<file path="src/rtl/sevenseg_pkg.sv">
// Shared types and constants for the 7-segment scan controller.
package sevenseg_pkg;

  typedef logic [3:0] bcd_t;

  // Code the downstream decoder renders as all segments off.
  localparam bcd_t BLANK_CODE = 4'hF;

  // Counter width that stays at least one bit for degenerate ranges.
  function automatic int unsigned cnt_width(int unsigned n);
    return (n > 1) ? $clog2(n) : 1;
  endfunction

endpackage

</file>
<file path="src/rtl/sevenseg_if.sv">
// Value/control inputs and display outputs of the scan controller.
interface sevenseg_if
  import sevenseg_pkg::*;
#(
  parameter int unsigned NUM_DIGITS = 4
);

  logic                      load;
  logic [4*NUM_DIGITS-1:0]   value;
  logic                      blank_lz;
  bcd_t                      digit;
  logic [NUM_DIGITS-1:0]     anode_n;
  logic                      pending;
  logic                      frame_start;

  modport master (
    output load, value, blank_lz,
    input  digit, anode_n, pending, frame_start
  );

  modport slave (
    input  load, value, blank_lz,
    output digit, anode_n, pending, frame_start
  );

endinterface

</file>
<file path="src/rtl/sevenseg_lz_mask.sv">
// Leading-zero blank mask: marks zero digits above the most significant nonzero one.
module sevenseg_lz_mask
  import sevenseg_pkg::*;
#(
  parameter int unsigned NUM_DIGITS = 4
) (
  input  logic [4*NUM_DIGITS-1:0] active_i,
  input  logic                    en_i,
  output logic [NUM_DIGITS-1:0]   mask_o
);

  logic seen_nz;

  // Walk from the top digit down; digit 0 is never blanked.
  always_comb begin
    mask_o  = '0;
    seen_nz = 1'b0;
    for (int i = NUM_DIGITS - 1; i > 0; i--) begin
      if (en_i && !seen_nz && (bcd_t'(active_i[4*i +: 4]) == bcd_t'(0))) begin
        mask_o[i] = 1'b1;
      end else begin
        seen_nz = 1'b1;
      end
    end
  end

endmodule

</file>
<file path="src/rtl/sevenseg_scan.sv">
// Time-multiplexed scan controller for a common-anode 7-segment display with
// frame-synchronous double-buffered value updates and optional leading-zero blanking.
module sevenseg_scan
  import sevenseg_pkg::*;
#(
  parameter int unsigned NUM_DIGITS   = 4,
  parameter int unsigned REFRESH_DIV  = 1000,
  parameter int unsigned BLANK_CYCLES = 8
) (
  input  logic      clk,
  input  logic      reset_n,
  sevenseg_if.slave bus
);

  localparam int unsigned PW = cnt_width(REFRESH_DIV);
  localparam int unsigned IW = cnt_width(NUM_DIGITS);
  localparam int unsigned VW = 4 * NUM_DIGITS;

  localparam logic [PW-1:0] PrescLast = PW'(REFRESH_DIV - 1);
  localparam logic [PW-1:0] BlankLen  = PW'(BLANK_CYCLES);
  localparam logic [IW-1:0] IdxLast   = IW'(NUM_DIGITS - 1);

  logic [PW-1:0]         presc_q, presc_d;
  logic [IW-1:0]         idx_q, idx_d;
  logic [VW-1:0]         shadow_q, shadow_d;
  logic [VW-1:0]         active_q, active_d;
  logic                  pending_q, pending_d;
  logic                  frame_start_q, frame_start_d;
  bcd_t                  digit_q, digit_d;
  logic [NUM_DIGITS-1:0] anode_n_q, anode_n_d;

  logic                  slot_wrap;
  logic                  frame_end;
  logic                  in_blank;
  logic [NUM_DIGITS-1:0] lz_mask;
  bcd_t                  act_dig [NUM_DIGITS];

  // Mask is taken on the next active value so outputs track the same edge.
  sevenseg_lz_mask #(
    .NUM_DIGITS (NUM_DIGITS)
  ) u_lz_mask (
    .active_i (active_d),
    .en_i     (bus.blank_lz),
    .mask_o   (lz_mask)
  );

  // Prescaler, digit index and double-buffer transfer.
  always_comb begin
    slot_wrap = (presc_q == PrescLast);
    frame_end = slot_wrap && (idx_q == IdxLast);
    presc_d   = slot_wrap ? '0 : presc_q + 1'b1;
    idx_d     = idx_q;
    if (slot_wrap) begin
      idx_d = (idx_q == IdxLast) ? '0 : idx_q + 1'b1;
    end

    shadow_d  = shadow_q;
    active_d  = active_q;
    pending_d = pending_q;
    if (frame_end) begin
      // A load landing on the boundary bypasses the shadow wait.
      if (bus.load) begin
        shadow_d  = bus.value;
        active_d  = bus.value;
        pending_d = 1'b0;
      end else if (pending_q) begin
        active_d  = shadow_q;
        pending_d = 1'b0;
      end
    end else if (bus.load) begin
      shadow_d  = bus.value;
      pending_d = 1'b1;
    end

    frame_start_d = frame_end;
  end

  // Split the next active value into per-digit codes.
  always_comb begin
    for (int i = 0; i < NUM_DIGITS; i++) begin
      act_dig[i] = bcd_t'(active_d[4*i +: 4]);
    end
  end

  // Next output values from the post-edge slot position.
  always_comb begin
    in_blank  = (presc_d < BlankLen);
    anode_n_d = '1;
    digit_d   = BLANK_CODE;
    if (!in_blank) begin
      anode_n_d[idx_d] = 1'b0;
      digit_d          = lz_mask[idx_d] ? BLANK_CODE : act_dig[idx_d];
    end
  end

  // State and output registers.
  always_ff @(posedge clk or negedge reset_n) begin
    if (!reset_n) begin
      presc_q       <= '0;
      idx_q         <= '0;
      shadow_q      <= '0;
      active_q      <= '0;
      pending_q     <= 1'b0;
      frame_start_q <= 1'b0;
      digit_q       <= BLANK_CODE;
      anode_n_q     <= '1;
    end else begin
      presc_q       <= presc_d;
      idx_q         <= idx_d;
      shadow_q      <= shadow_d;
      active_q      <= active_d;
      pending_q     <= pending_d;
      frame_start_q <= frame_start_d;
      digit_q       <= digit_d;
      anode_n_q     <= anode_n_d;
    end
  end

  assign bus.digit       = digit_q;
  assign bus.anode_n     = anode_n_q;
  assign bus.pending     = pending_q;
  assign bus.frame_start = frame_start_q;

endmodule

</file>
<file path="src/flat_wrapper.sv">
// flat-port wrapper written by rule: the top's interface ports become plain ports
module sevenseg_scan_flat import sevenseg_pkg::*;
#(
  parameter int unsigned NUM_DIGITS   = 4,
  parameter int unsigned REFRESH_DIV  = 1000,
  parameter int unsigned BLANK_CYCLES = 8
)
  (clk, reset_n, bus_load, bus_value, bus_blank_lz, bus_digit, bus_anode_n, bus_pending, bus_frame_start);
  sevenseg_if #(.NUM_DIGITS(NUM_DIGITS)) bus_i ();
  input  logic clk;
  input  logic reset_n;
  input wire logic [$bits(bus_i.load)-1:0] bus_load;
  input wire logic [$bits(bus_i.value)-1:0] bus_value;
  input wire logic [$bits(bus_i.blank_lz)-1:0] bus_blank_lz;
  output wire logic [$bits(bus_i.digit)-1:0] bus_digit;
  output wire logic [$bits(bus_i.anode_n)-1:0] bus_anode_n;
  output wire logic [$bits(bus_i.pending)-1:0] bus_pending;
  output wire logic [$bits(bus_i.frame_start)-1:0] bus_frame_start;
  assign bus_i.load = bus_load;
  assign bus_i.value = bus_value;
  assign bus_i.blank_lz = bus_blank_lz;
  assign bus_digit = bus_i.digit;
  assign bus_anode_n = bus_i.anode_n;
  assign bus_pending = bus_i.pending;
  assign bus_frame_start = bus_i.frame_start;
  sevenseg_scan #(.NUM_DIGITS(NUM_DIGITS), .REFRESH_DIV(REFRESH_DIV), .BLANK_CYCLES(BLANK_CYCLES)) u_core (.clk(clk), .reset_n(reset_n), .bus(bus_i));
endmodule
</file>
<file path="config.mk">
export PLATFORM = sky130hd
export DESIGN_NAME = sevenseg_scan_flat
export DESIGN_NICKNAME = d
export VERILOG_FILES = /design/src/rtl/sevenseg_pkg.sv /design/src/rtl/sevenseg_if.sv /design/src/rtl/sevenseg_lz_mask.sv /design/src/rtl/sevenseg_scan.sv /design/src/flat_wrapper.sv
export SDC_FILE = /design/constraint.sdc
export NUM_CORES = 1
export LEC_CHECK = 0
export CAP_MARGIN = 15
export CORE_MARGIN = 3
export CORE_UTILIZATION = 40
export DETAILED_ROUTE_END_ITERATION = 7
export GPL_TIMING_DRIVEN = 1
export PLACE_DENSITY = 0.66
export SKIP_LAST_GASP = 1
export SYNTH_ARGS = -nofsm -noshare
export SYNTH_HDL_FRONTEND = slang
export SYNTH_SLANG_ARGS = --single-unit
</file>
<file path="constraint.sdc">
create_clock -name clk -period 7.5 [get_ports clk]
set_input_delay 1.5 -clock clk [delete_from_list [all_inputs] [get_ports clk]]
set_output_delay 1.5 -clock clk [all_outputs]
set_load 0.005 [all_outputs]
</file>
# Word level (Yosys, flattened, before mapping)
# Index checks and enable logic that the tools add are counted.
# totals
out_inout_bits	10
reg_bits	54
latchBits	0
wordCells	53
rom_bits	0
mem_count	0
ram_bits	0
# classes
eq_ne	2
n_reduce_logical	12
n_addsub	2
n_div	0
n_shift	0
n_lt_le_gt_ge	4
bitwise_logic	2
multipliers	0
n_mux	23
# op_table
operator	count
16-bit 2-to-1 mux	3
4-bit 2-to-1 mux	5
4-bit logical NOT	3
10-bit by 1-bit adder with 10-bit output, second input constant	1
10-bit equality test, second input constant	1
10-bit by 4-bit less-than comparator with 1-bit output, second input constant	1
10-bit 2-to-1 mux	1
1-bit 2-to-1 mux	9
4-bit binary-select mux with 2-bit select	1
1-bit logical AND	7
2-bit 2-to-1 mux	2
4-bit NOT	1
3-bit >= comparator, second input constant	1
2-bit by 3-bit less-than comparator with 1-bit output, second input constant	1
2-bit NOT with 3-bit output	1
2-bit by 1-bit adder with 2-bit output, second input constant	1
1-bit binary-select mux with 2-bit select	1
1-bit demux with 2-bit select	1
2-bit equality test, second input constant	1
2-bit by 1-bit >= comparator with 1-bit output, second input constant	1
2-bit nonzero test	1
1-bit logical NOT	1

# Depth between registers and ports, before layout
# Gate-level depths: netlist (run 1).
# depth
word_depth	16
mapped_depth	9
mapped_depth_nobuf	8

# Hierarchy
# A second synthesis (run 1) with hierarchy kept.
# unflattened
hier_cells	282
area_unflattened_um2	2748.9
# modules_own_cells
mod	seq_area_each_um2	area_per_inst_um2	n_inst	cells_each
sevenseg_scan	1361.3	2691.3	1	274
sevenseg_lz_mask	0.0	57.6	1	8

# Least setup slack after synthesis (run 1)
# OpenSTA, ideal clock, no wires.
# synth_timing
path_type	input -> register
startpoint	input port bus_load
endpoint	register u_core.digit_q[0] (netlist: u_core.bus.digit[0])
arrival_time_ns	2.955
path_slack_ns	4.463
required_ns	7.419
cell_stages	8
n_path_buf	2
cell_sequence	clkbuf_1 -> clkbuf_1 -> inv_1 -> o2bb2ai_1 -> o2bb2ai_1 -> nand3_1 -> or3_4 -> o211ai_1
# synth_via
elab_chain_cells	15
elab_cells_between_ends	23
# synth_rtl
item	line	source
start: declaration	flat_wrapper.sv:12	input wire logic [$bits(bus_i.load)-1:0] bus_load;
16-bit 2-to-1 mux *	sevenseg_scan.sv:62	if (bus.load) begin
16-bit 2-to-1 mux *	sevenseg_scan.sv:60	if (frame_end) begin
4-bit logical NOT	sevenseg_lz_mask.sv:19	if (en_i && !seen_nz && (bcd_t'(active_i[4*i +: 4]) == bcd_t'(0))) begin
1-bit logical AND (3 in series)	sevenseg_lz_mask.sv:19	
1-bit 2-to-1 mux	sevenseg_lz_mask.sv:19	
1-bit logical NOT	sevenseg_lz_mask.sv:19	
1-bit logical AND (2 in series)	sevenseg_lz_mask.sv:19	
1-bit 2-to-1 mux	sevenseg_lz_mask.sv:19	
1-bit binary-select mux with 2-bit select	sevenseg_scan.sv:92	digit_d = lz_mask[idx_d] ? BLANK_CODE : act_dig[idx_d];
1-bit 2-to-1 mux (not written as such)	sevenseg_scan.sv:92	
4-bit 2-to-1 mux *	sevenseg_scan.sv:92	
4-bit 2-to-1 mux *	sevenseg_scan.sv:90	if (!in_blank) begin
net u_core.digit_d[0]	sevenseg_scan.sv:29	bcd_t digit_q, digit_d;
end signal: assignment	sevenseg_scan.sv:114	digit_q <= digit_d;
end: declaration	sevenseg_scan.sv:29	
# Mark *: on every way through the listed nets, which the timed path passes. The rest lies on a longest branch. The select of a mux whose other input is x is not followed.
# A chain may end at the register's enable or synchronous reset.

# Worst setup path after layout (run 1)
# layout_timing
startpoint	input port bus_load
endpoint	register u_core.digit_q[0] (netlist: u_core.bus.digit[0])
# layout_via
elab_cells_between_ends	23
# layout_lines
item	line	source
16-bit 2-to-1 mux	sevenseg_scan.sv:62	
16-bit 2-to-1 mux	sevenseg_scan.sv:60	
net u_core.active_d[7]	sevenseg_scan.sv:26	logic [VW-1:0] active_q, active_d;
4-bit logical NOT	sevenseg_lz_mask.sv:19	
1-bit logical AND	sevenseg_lz_mask.sv:19	
1-bit 2-to-1 mux	sevenseg_lz_mask.sv:19	
1-bit binary-select mux with 2-bit select	sevenseg_scan.sv:92	
1-bit 2-to-1 mux (not written as such)	sevenseg_scan.sv:92	
4-bit 2-to-1 mux	sevenseg_scan.sv:92	
4-bit 2-to-1 mux	sevenseg_scan.sv:90	
net u_core.digit_d[0]	sevenseg_scan.sv:29	
# The timed path passes the listed nets, and every way through them passes these cells. The select of a mux whose other input is x is not followed.

==> summary.txt, run 1 <==
Min path
  – HP Start: u_core.shadow_q[13]$_DFFE_PN0P_
  – Hold Crit Class: reg -> reg
  – Hold Crit Depth: 1
  – Hold Path End: u_core.shadow_q[13]$_DFFE_PN0P_

Clock tree
  – Clk sinks: 54
  – Setup bufs post-CTS: 0
  – Post-CTS resize count: 0
  – # hold bufs at CTS: 0
  – H-tree depth: 2
  – Clock tree buffer depth: 2
  – Clock root cell: clkbuf_8
  – Total CTS buffers: 5
  – Worst skew pair latency: 320 ps
  – CTS clk-pin slew, worst paths: 90 ps
  – TritonCTS clock tree: built

Setup path
  – WP data required: 7730 ps
  – WP buf/inv: 3
  – Crit-path max cell delay: 870 ps
  – Critical Path Slowest Stage Cell: nor4_2
  – Worst Setup End Kind: flop
  – Critical path's top delay family: simple AND/OR/NAND/NOR gates
  – FF-to-FF End: u_core.bus.digit[0]$_DFF_PN1_
  – Worst EP arrival: 4330 ps
  – Kind of critical path: in -> reg
  – Internal reg-to-reg setup slack: 4330 ps
  – R2r worst-path depth: 8
  – Worst reg2reg path startpoint: u_core.idx_q[0]$_DFF_PN0_
  – Worst path depth: 9
  – Crit-path max FO: 34
  – Critical-path cell list: clkdlybuf4s50_1 -> buf_4 -> o21ai_0 -> nor4_2 -> mux2i_1 -> inv_1 -> a211oi_1 -> a32oi_1 -> o211ai_1
  – Worst setup SP type: input port

Yosys
  – Mapped Nets: 257
  – Ys async rst share: 100%
  – Yosys reg bits: 54
  – Seq/Total Area, Yosys: 51.7%
  – Mean Syn Cell Area: 11.2 um^2
  – Prevailing post-synth register cell: dfrtp_1
  – Synthesized area: 2630 um^2
  – Post-synth EDFFs: 0
  – Syn Inst Count: 235
  – Netlist cell types: 47
  – Ys Warns: 0

Timing
  – Max Clock Freq: 244 MHz
  – Final setup violation count: 0
  – RSZ-0062 raised after global routing: false
  – Slew @ Worst Pin: 1130 ps
  – Hold Fails Final Rpt: 0
  – Crit share post-route: 54.7%
  – Slew HR: 23.9%
  – Layout Skew: 13.6 ps
  – Setup tns final: 0 ps
  – Fin. max-slew vios: 0
  – Fin crit period: 4100 ps

Floorplanning
  – Core footprint: 6130 um^2
  – Die area: 7590 um^2
  – Initial Util: 42.9%
  – I/O pin cnt: 30
  – Die Ht: 87.1 um
  – Die Span X: 87.1 um
  – Num rows: 28

Global routing
  – Overall Global Routing Usage: 15.5%
  – Maximum number of pins on one net before global-route repair: 55
  – Vias in the first global route: 1907
  – Aggregate global routing overflow: 0
  – Initial antenna violation count: 0
  – First-pass GRT wire length: 9160 um

Layout
  – Design Area, Final: 3090 um^2
  – Commonest cells after routing, fill and taps aside: dfrtp_1, clkdlybuf4s50_1, mux2_2
  – Share of post-route cells with drive strength above 1: 19.8%
  – Most common cell after layout, fill and taps aside: dfrtp_1
  – Area growth syn-to-layout: 17.5%
  – FILL cells: 555
  – Final net count: 284
  – Fin util: 50.4%
  – Antenna fix cells: 0
  – Non-Filler Instances: 338

Detailed routing
  – Wire per inst: 16.0 um
  – Total wire length: 5410 um
  – Via count: 1858
  – # DRC: 0
  – TritonRoute pass-1 iters: 4
  – Final ANT Viol Nets: 0
  – 1st-iter DRT viols: 100
  – Vias per cell: 5.50

Power
  – Max IR drop VDD: 0.106 mV
  – Leakage power: 1.37 nW
  – Power per Cell Area: 171 nW/um^2

Place
  – Placed insts: 330
  – Input/output buffers: 29
  – Post-detail-place hpwl: 3740 um
  – Placer Congestion: 0.803
  – Area of placed instances: 2990 um^2

Outcome
  – Status: finished clean

Job
  – Max cap viols: 0
## through the flow
step	total power [mW]	hold slack, ps	setup WS, ps
4_1_cts	0.535	484	3380
3_3_place_gp	0.352	456	3160
2_1_floorplan	0.330	445	4460
6_report	0.530	481	3400
5_1_grt	0.555	487	3130
3_5_place_dp	0.353	464	3060
## cell type report
type / count / area, um^2 / share of cell area, %
Inverter: 17 / 66.3 / 2.14
Multi-Input combinational cell: 153 / 1170 / 37.7
Tap cell: 75 / 93.8 / 3.03
Sequential cell: 54 / 1360 / 44.0
Clock inverter: 1 / 8.76 / 0.283
Timing Repair Buffer: 31 / 300 / 9.71
Clock buffer: 7 / 96.3 / 3.11
## flip-flops by register name (all words and copies together) (netlist names)
register / cells
u_core.idx_q: 2
u_core.bus.digit: 4
u_core.bus.pending: 1
u_core.active_q: 16
u_core.presc_q: 10
u_core.bus.frame_start: 1
u_core.bus.anode_n: 4
u_core.shadow_q: 16
## cell families (layout without fill, tap and decap cells)
group | Yosys count | count (layout) | share of synthesized area, %
buf+inv | 28 | 56 | 4.23
xor+xnor | 5 | 5 | 1.66
fa+ha+maj | 2 | 2 | 0.950
flops | 54 | 54 | 51.7
mux | 29 | 29 | 12.3
compound gates | 45 | 45 | 12.7
simple gates | 72 | 72 | 16.4
## worst max path at each step
stage,slack (ps),end,from
2_1_floorplan,4460,u_core.bus.digit[0]$_DFF_PN1_,bus_load
3_3_place_gp,3160,u_core.bus.digit[1]$_DFF_PN1_,bus_load
3_5_place_dp,3060,u_core.bus.digit[2]$_DFF_PN1_,bus_load
4_1_cts,3380,u_core.bus.digit[0]$_DFF_PN1_,bus_load
5_1_grt,3130,u_core.bus.digit[0]$_DFF_PN1_,bus_load
6_report,3400,u_core.bus.digit[0]$_DFF_PN1_,bus_load
## metal layers
layer,global-route usage (%),share of wire (%),up-vias
li1,-,-,903
met1,21.5,50,914
met2,23.9,44,35
met3,3.97,4.5,6
met4,4.60,1.2,0
met5,0,0,-
## report_power, final
group | switching [mW] | total [mW] | internal (mW)
registers | 0.00380 | 0.306 | 0.302
logic | 0.0207 | 0.0409 | 0.0202
clock network | 0.0984 | 0.183 | 0.0848
## synthesized netlist by cell type, types with 5 or more instances
cell type   n  area (um^2)
clkbuf_1    8         30.0
dfrtp_1    46         1150
dfstp_2     8          210
inv_1      16         60.1
mux2_2     18          203
mux2i_1     9         90.1
nand2_1    11         41.3
nand3_1     6         30.0
nor2_1     13         48.8
nor3_1      5         25.0
nor4_1      8         50.1
o21ai_0     9         45.0
(Power assumes the default switching activity.)
==> run 2: changes to the inputs <==
==> constraint.sdc (replaced) <==
create_clock -name clk -period 4.03 [get_ports clk]
set_input_delay 0.806 -clock clk [delete_from_list [all_inputs] [get_ports clk]]
set_output_delay 0.806 -clock clk [all_outputs]
set_load 0.005 [all_outputs]
==> summary.txt, run 2 (synthesized netlist as in run 1, its figures left out) <==
Timing
  – RSZ-0062 raised after global routing: false
  – Max Clock Freq: 314 MHz
  – Final setup violation count: 0
  – Crit share post-route: 78.9%
  – Hold WS: 486 ps
  – Slew @ Worst Pin: 732 ps
  – Setup tns final: 0 ps
  – Fin. max-slew vios: 0
  – Slew HR: 51.2%
  – Hold Fails Final Rpt: 0
  – Fin crit period: 3180 ps
  – Layout Skew: 9.11 ps

Global routing
  – Met3 Use GR: 3.50%
  – First-pass GRT wire length: 9350 um
  – Maximum number of pins on one net before global-route repair: 34
  – Busiest grt layer: met2
  – Overall Global Routing Usage: 15.7%
  – Met2 Use GR: 25.3%
  – Grt met1 use: 21.8%
  – Vias in the first global route: 1914
  – Initial antenna violation count: 0
  – Aggregate global routing overflow: 0

Floorplanning
  – Initial Util: 42.9%
  – Die area: 7590 um^2
  – Core footprint: 6130 um^2
  – Die Ht: 87.1 um
  – Die Span X: 87.1 um
  – Num rows: 28
  – I/O pin cnt: 30

Power
  – Clk network pwr share: 36.4%
  – Flop pwr share: 56.1%
  – Power per Cell Area: 325 nW/um^2
  – Total power: 1.01 mW
  – Internal power: 0.784 mW
  – Leakage power: 1.38 nW
  – Comb pwr share: 7.5%
  – Switching Share: 22.6%
  – Max IR drop VDD: 0.225 mV
  – NetSw: 0.228 mW

Clock tree
  – Setup bufs post-CTS: 0
  – Total CTS buffers: 5
  – Post-CTS resize count: 0
  – TritonCTS clock tree: built
  – # hold bufs at CTS: 0
  – Clock root cell: clkbuf_8
  – CTS clk-pin slew, worst paths: 100 ps
  – H-tree depth: 2
  – Worst skew pair latency: 310 ps
  – Clock tree buffer depth: 2
  – Clk sinks: 54

Min path
  – Hold Crit Class: reg -> reg
  – HP Start: u_core.shadow_q[12]$_DFFE_PN0P_

Layout
  – Fin util: 50.8%
  – Area growth syn-to-layout: 18.4%
  – Final net count: 286
  – Most common cell after layout, fill and taps aside: dfrtp_1
  – FILL cells: 548
  – Non-Filler Instances: 340
  – Antenna fix cells: 0
  – Multi-input gate area: 1170 um^2
  – Commonest cells after routing, fill and taps aside: dfrtp_1, clkdlybuf4s50_1, mux2_2
  – Biggest regs: u_core.active_q x16, u_core.shadow_q x16, u_core.presc_q x10
  – Sequential standard cell area: 1360 um^2
  – Share of post-route cells with drive strength above 1: 20.4%

Setup path
  – Critical-path cell list: ha_1 -> nand4_1 -> or3_4 -> inv_4 -> mux2_4 -> or3_4 -> or3_4 -> o211ai_1
  – Crit path from: u_core.idx_q[0]$_DFF_PN0_
  – Crit-path max cell delay: 540 ps
  – Critical path's top delay family: simple AND/OR/NAND/NOR gates
  – Worst Setup End Kind: flop
  – Worst setup SP type: flop
  – Critical Path Slowest Stage Cell: or3_4
  – Worst EP arrival: 3410 ps
  – WP data required: 4260 ps
  – Most used cell, CP: or3_4
  – Kind of critical path: reg -> reg
  – Worst reg2reg path startpoint: u_core.idx_q[0]$_DFF_PN0_
  – WP buf/inv: 1
  – Crit-path max FO: 11

Detailed routing
  – Via count: 1883
  – Vias per cell: 5.54
  – # DRC: 0
  – Wire per inst: 16.2 um
  – Total wire length: 5520 um
  – Final ANT Viol Nets: 0
  – 1st-iter DRT viols: 120
  – TritonRoute pass-1 iters: 4

Place
  – Placed insts: 332
  – Post-detail-place hpwl: 3900 um
  – Input/output buffers: 29
  – Placer Congestion: 0.771

Outcome
  – Status: finished clean

Job
  – Max cap viols: 0
-- run 2: changes by cell type in the layout (fill, tap and decap cells not counted) --
| cell | change |
|---|---|
| clkinv_4 | -1 |
| clkbuf_8 | -2 |
| buf_4 | +2 |
| clkinvlp_4 | +2 |
| bufinv_16 | +1 |
-- run 2: worst reg2reg max path, delay by kind of cell (launching register included) --
kind / cells / cell delay [ps]
compound gates: 1 / 200
flops: 1 / 420
buf+inv: 1 / 110
simple gates: 4 / 1800
fa+ha+maj: 1 / 280
mux: 1 / 310
-- run 2: path summary, 6_finish.rpt --
check / cells after the start / slack [ps] / end
min in group asynchronous: 1 / 550 / u_core.active_q[4]$_DFF_PN0_
max in group asynchronous: 2 / 2650 / u_core.bus.anode_n[1]$_DFF_PN1_
worst max register to register: 8 / 850 / u_core.bus.digit[3]$_DFF_PN1_
worst min-delay path: 1 / 490 / u_core.shadow_q[12]$_DFFE_PN0P_
worst min register to register: 1 / 490 / u_core.shadow_q[12]$_DFFE_PN0P_
worst max-delay path: 8 / 850 / u_core.bus.digit[3]$_DFF_PN1_
-- run 2: power by group through the flow --
stage,clock network (mW),logic (mW),registers [mW]
after CTS,0.380,0.0772,0.569
after floorplan,0,0.0371,0.577
final,0.368,0.0758,0.569
after detailed placement,0,0.0770,0.579
after global routing,0.401,0.0852,0.571
after global placement,0,0.0757,0.578
-- run 2: layer usage --
metal / up-vias / routed length, um
met5: - / 0
met2: 31 / 2580
met1: 940 / 2720
met3: 2 / 209
li1: 910 / -
met4: 0 / 19
-- run 2: layout make-up --
type / count / area share [%]
tap: 75 / 3.01
inverter: 17 / 2.13
clock buffer: 5 / 2.21
timing repair buffer: 33 / 10.1
clock inverter: 3 / 1.45
sequential: 54 / 43.7
multi-input combinational: 153 / 37.4
-- run 2: per-stage QoR --
step	cell area, um^2	setup WS, ps
6_report	3120	850
5_1_grt	3120	737
4_1_cts	3120	899
3_5_place_dp	3000	708
3_3_place_gp	3000	823
2_1_floorplan	2630	1480
==> run 3: changes to the inputs <==
--- a/config.mk
+++ b/config.mk
@@ -10,7 +10,7 @@
 export CORE_UTILIZATION = 40
 export DETAILED_ROUTE_END_ITERATION = 7
 export GPL_TIMING_DRIVEN = 1
-export PLACE_DENSITY = 0.66
+export PLACE_DENSITY = 0.68
 export SKIP_LAST_GASP = 1
 export SYNTH_ARGS = -nofsm -noshare
 export SYNTH_HDL_FRONTEND = slang
==> constraint.sdc (replaced) <==
create_clock -name clk -period 2.7 [get_ports clk]
set_input_delay 0.54 -clock clk [delete_from_list [all_inputs] [get_ports clk]]
set_output_delay 0.54 -clock clk [all_outputs]
set_load 0.005 [all_outputs]
==> summary.txt, run 3 (synthesized netlist as in run 1, its figures left out) <==
Power
  – Flop pwr share: 59.5%
  – Clk network pwr share: 31.8%
  – Max IR drop VDD: 0.265 mV
  – Power per Cell Area: 436 nW/um^2
  – Internal power: 1.08 mW
  – Switching Share: 23.9%
  – Leakage power: 1.46 nW
  – Comb pwr share: 8.7%
  – NetSw: 0.341 mW

Timing
  – Slew HR: 54.1%
  – Layout Skew: 5.84 ps
  – Fin crit period: 2610 ps
  – RSZ-0062 raised after global routing: false
  – Hold Fails Final Rpt: 0
  – Slew @ Worst Pin: 688 ps
  – Fin. max-slew vios: 0
  – Crit share post-route: 96.6%
  – Hold WS: 261 ps
  – Setup tns final: 0 ps
  – Max Clock Freq: 383 MHz
  – Final setup violation count: 0

Detailed routing
  – 1st-iter DRT viols: 107
  – Via count: 1947
  – Wire per inst: 16.4 um
  – TritonRoute pass-1 iters: 4
  – Total wire length: 5880 um
  – Final ANT Viol Nets: 0
  – Vias per cell: 5.44
  – # DRC: 0

Place
  – Placer Congestion: 0.811
  – Post-detail-place hpwl: 4170 um
  – Area of placed instances: 3100 um^2
  – Placed insts: 342
  – Input/output buffers: 29

Setup path
  – WP buf/inv: 1
  – Worst Setup End Kind: flop
  – Worst reg2reg path startpoint: u_core.idx_q[1]$_DFF_PN0_
  – Critical-path cell list: ha_2 -> nand4_1 -> or3_4 -> inv_6 -> mux2_4 -> or3_4 -> or3_4 -> o211ai_1
  – Kind of critical path: reg -> reg
  – WP data required: 2930 ps
  – R2r worst-path depth: 8
  – Critical path's top delay family: simple AND/OR/NAND/NOR gates
  – FF-to-FF End: u_core.bus.digit[1]$_DFF_PN1_
  – Worst EP arrival: 2840 ps
  – Crit-path max FO: 5
  – Crit-path max cell delay: 450 ps
  – Most used cell, CP: or3_4
  – Internal reg-to-reg setup slack: 90 ps
  – Critical Path Slowest Stage Cell: or3_4
  – Worst setup SP type: flop

Clock tree
  – # hold bufs at CTS: 0
  – Clock root cell: clkbuf_8
  – CTS clk-pin slew, worst paths: 100 ps
  – Total CTS buffers: 5
  – H-tree depth: 2
  – Clk sinks: 54
  – Worst skew pair latency: 310 ps
  – TritonCTS clock tree: built
  – Clock tree buffer depth: 2

Floorplanning
  – Core footprint: 6130 um^2
  – Initial Util: 42.9%
  – Die area: 7590 um^2
  – Die Ht: 87.1 um
  – I/O pin cnt: 30
  – Die Span X: 87.1 um
  – Num rows: 28

Global routing
  – First-pass GRT wire length: 9560 um
  – Overall Global Routing Usage: 16.3%
  – Vias in the first global route: 1911
  – Aggregate global routing overflow: 0
  – Initial antenna violation count: 0
  – Maximum number of pins on one net before global-route repair: 29

Layout
  – Final net count: 304
  – Fin util: 53.3%
  – Biggest regs: u_core.active_q x16, u_core.shadow_q x16, u_core.presc_q x10
  – Non-Filler Instances: 358
  – FILL cells: 525
  – Share of post-route cells with drive strength above 1: 26.5%
  – Antenna fix cells: 0
  – Area growth syn-to-layout: 24.1%
  – Design Area, Final: 3270 um^2
  – Commonest cells after routing, fill and taps aside: dfrtp_1, clkdlybuf4s50_1, buf_4
  – Most common cell after layout, fill and taps aside: dfrtp_1

Min path
  – Hold Crit Class: in -> async

Outcome
  – Status: finished clean

Job
  – Max cap viols: 0
-- run 3: per-layer routing --
| metal | up-vias | track usage (%) | wire length [um] |
|---|---|---|---|
| li1 | 948 | - | - |
| met1 | 953 | 23.9 | 2890 |
| met2 | 36 | 24.4 | 2740 |
| met3 | 10 | 2.93 | 175 |
| met4 | 0 | 5.30 | 81 |
| met5 | - | 0 | 0 |
-- run 3: what timing repair did --
action | in CTS | in global routing
gates resized for setup | 0 | 5
buffers inserted | 1 | 7
pin swaps | 0 | 6
endpoints found under the hold margin | 0 | 0
endpoints found under the setup margin | 1 | 4
-- run 3: per-stage QoR --
| step | total power, mW | setup slack (ps) |
|---|---|---|
| floorplan | 0.917 | 148 |
| global placement | 0.984 | 67.2 |
| detailed placement | 0.989 | -33.8 |
| CTS | 1.44 | 3.28 |
| global route | 1.49 | 11.3 |
| finish | 1.43 | 90.6 |
-- run 3: worst max path at each step --
stage	end	startpoint	slack [ps]	cells after the start
after global placement	u_core.bus.digit[2]$_DFF_PN1_	bus_load	70	9
final	u_core.bus.digit[1]$_DFF_PN1_	u_core.idx_q[1]$_DFF_PN0_	90	8
after detailed placement	u_core.bus.digit[1]$_DFF_PN1_	bus_load	-30	9
after CTS	u_core.bus.digit[1]$_DFF_PN1_	u_core.presc_q[0]$_DFF_PN0_	3	8
after global routing	u_core.bus.digit[2]$_DFF_PN1_	u_core.presc_q[0]$_DFF_PN0_	10	9
after floorplan	u_core.bus.digit[0]$_DFF_PN1_	u_core.presc_q[0]$_DFF_PN0_	150	8
-- run 3: power by group through the flow --
stage / clock network [mW] / registers, mW / logic [mW]
after floorplan: 0 / 0.861 / 0.0554
after global placement: 0 / 0.863 / 0.121
after detailed placement: 0 / 0.865 / 0.125
after CTS: 0.467 / 0.849 / 0.125
after global routing: 0.505 / 0.853 / 0.137
final: 0.453 / 0.849 / 0.123
-- run 3: area by class of cell --
type	count	area, um^2	share of cell area [%]
flip-flops and latches	54	1360	41.7
multi-input cells	153	1180	36.2
repair buffers	51	475	14.6
well taps	75	93.8	2.87
clock buffers	6	72.6	2.22
inverters	17	68.8	2.11
clock inverters	2	13.8	0.421
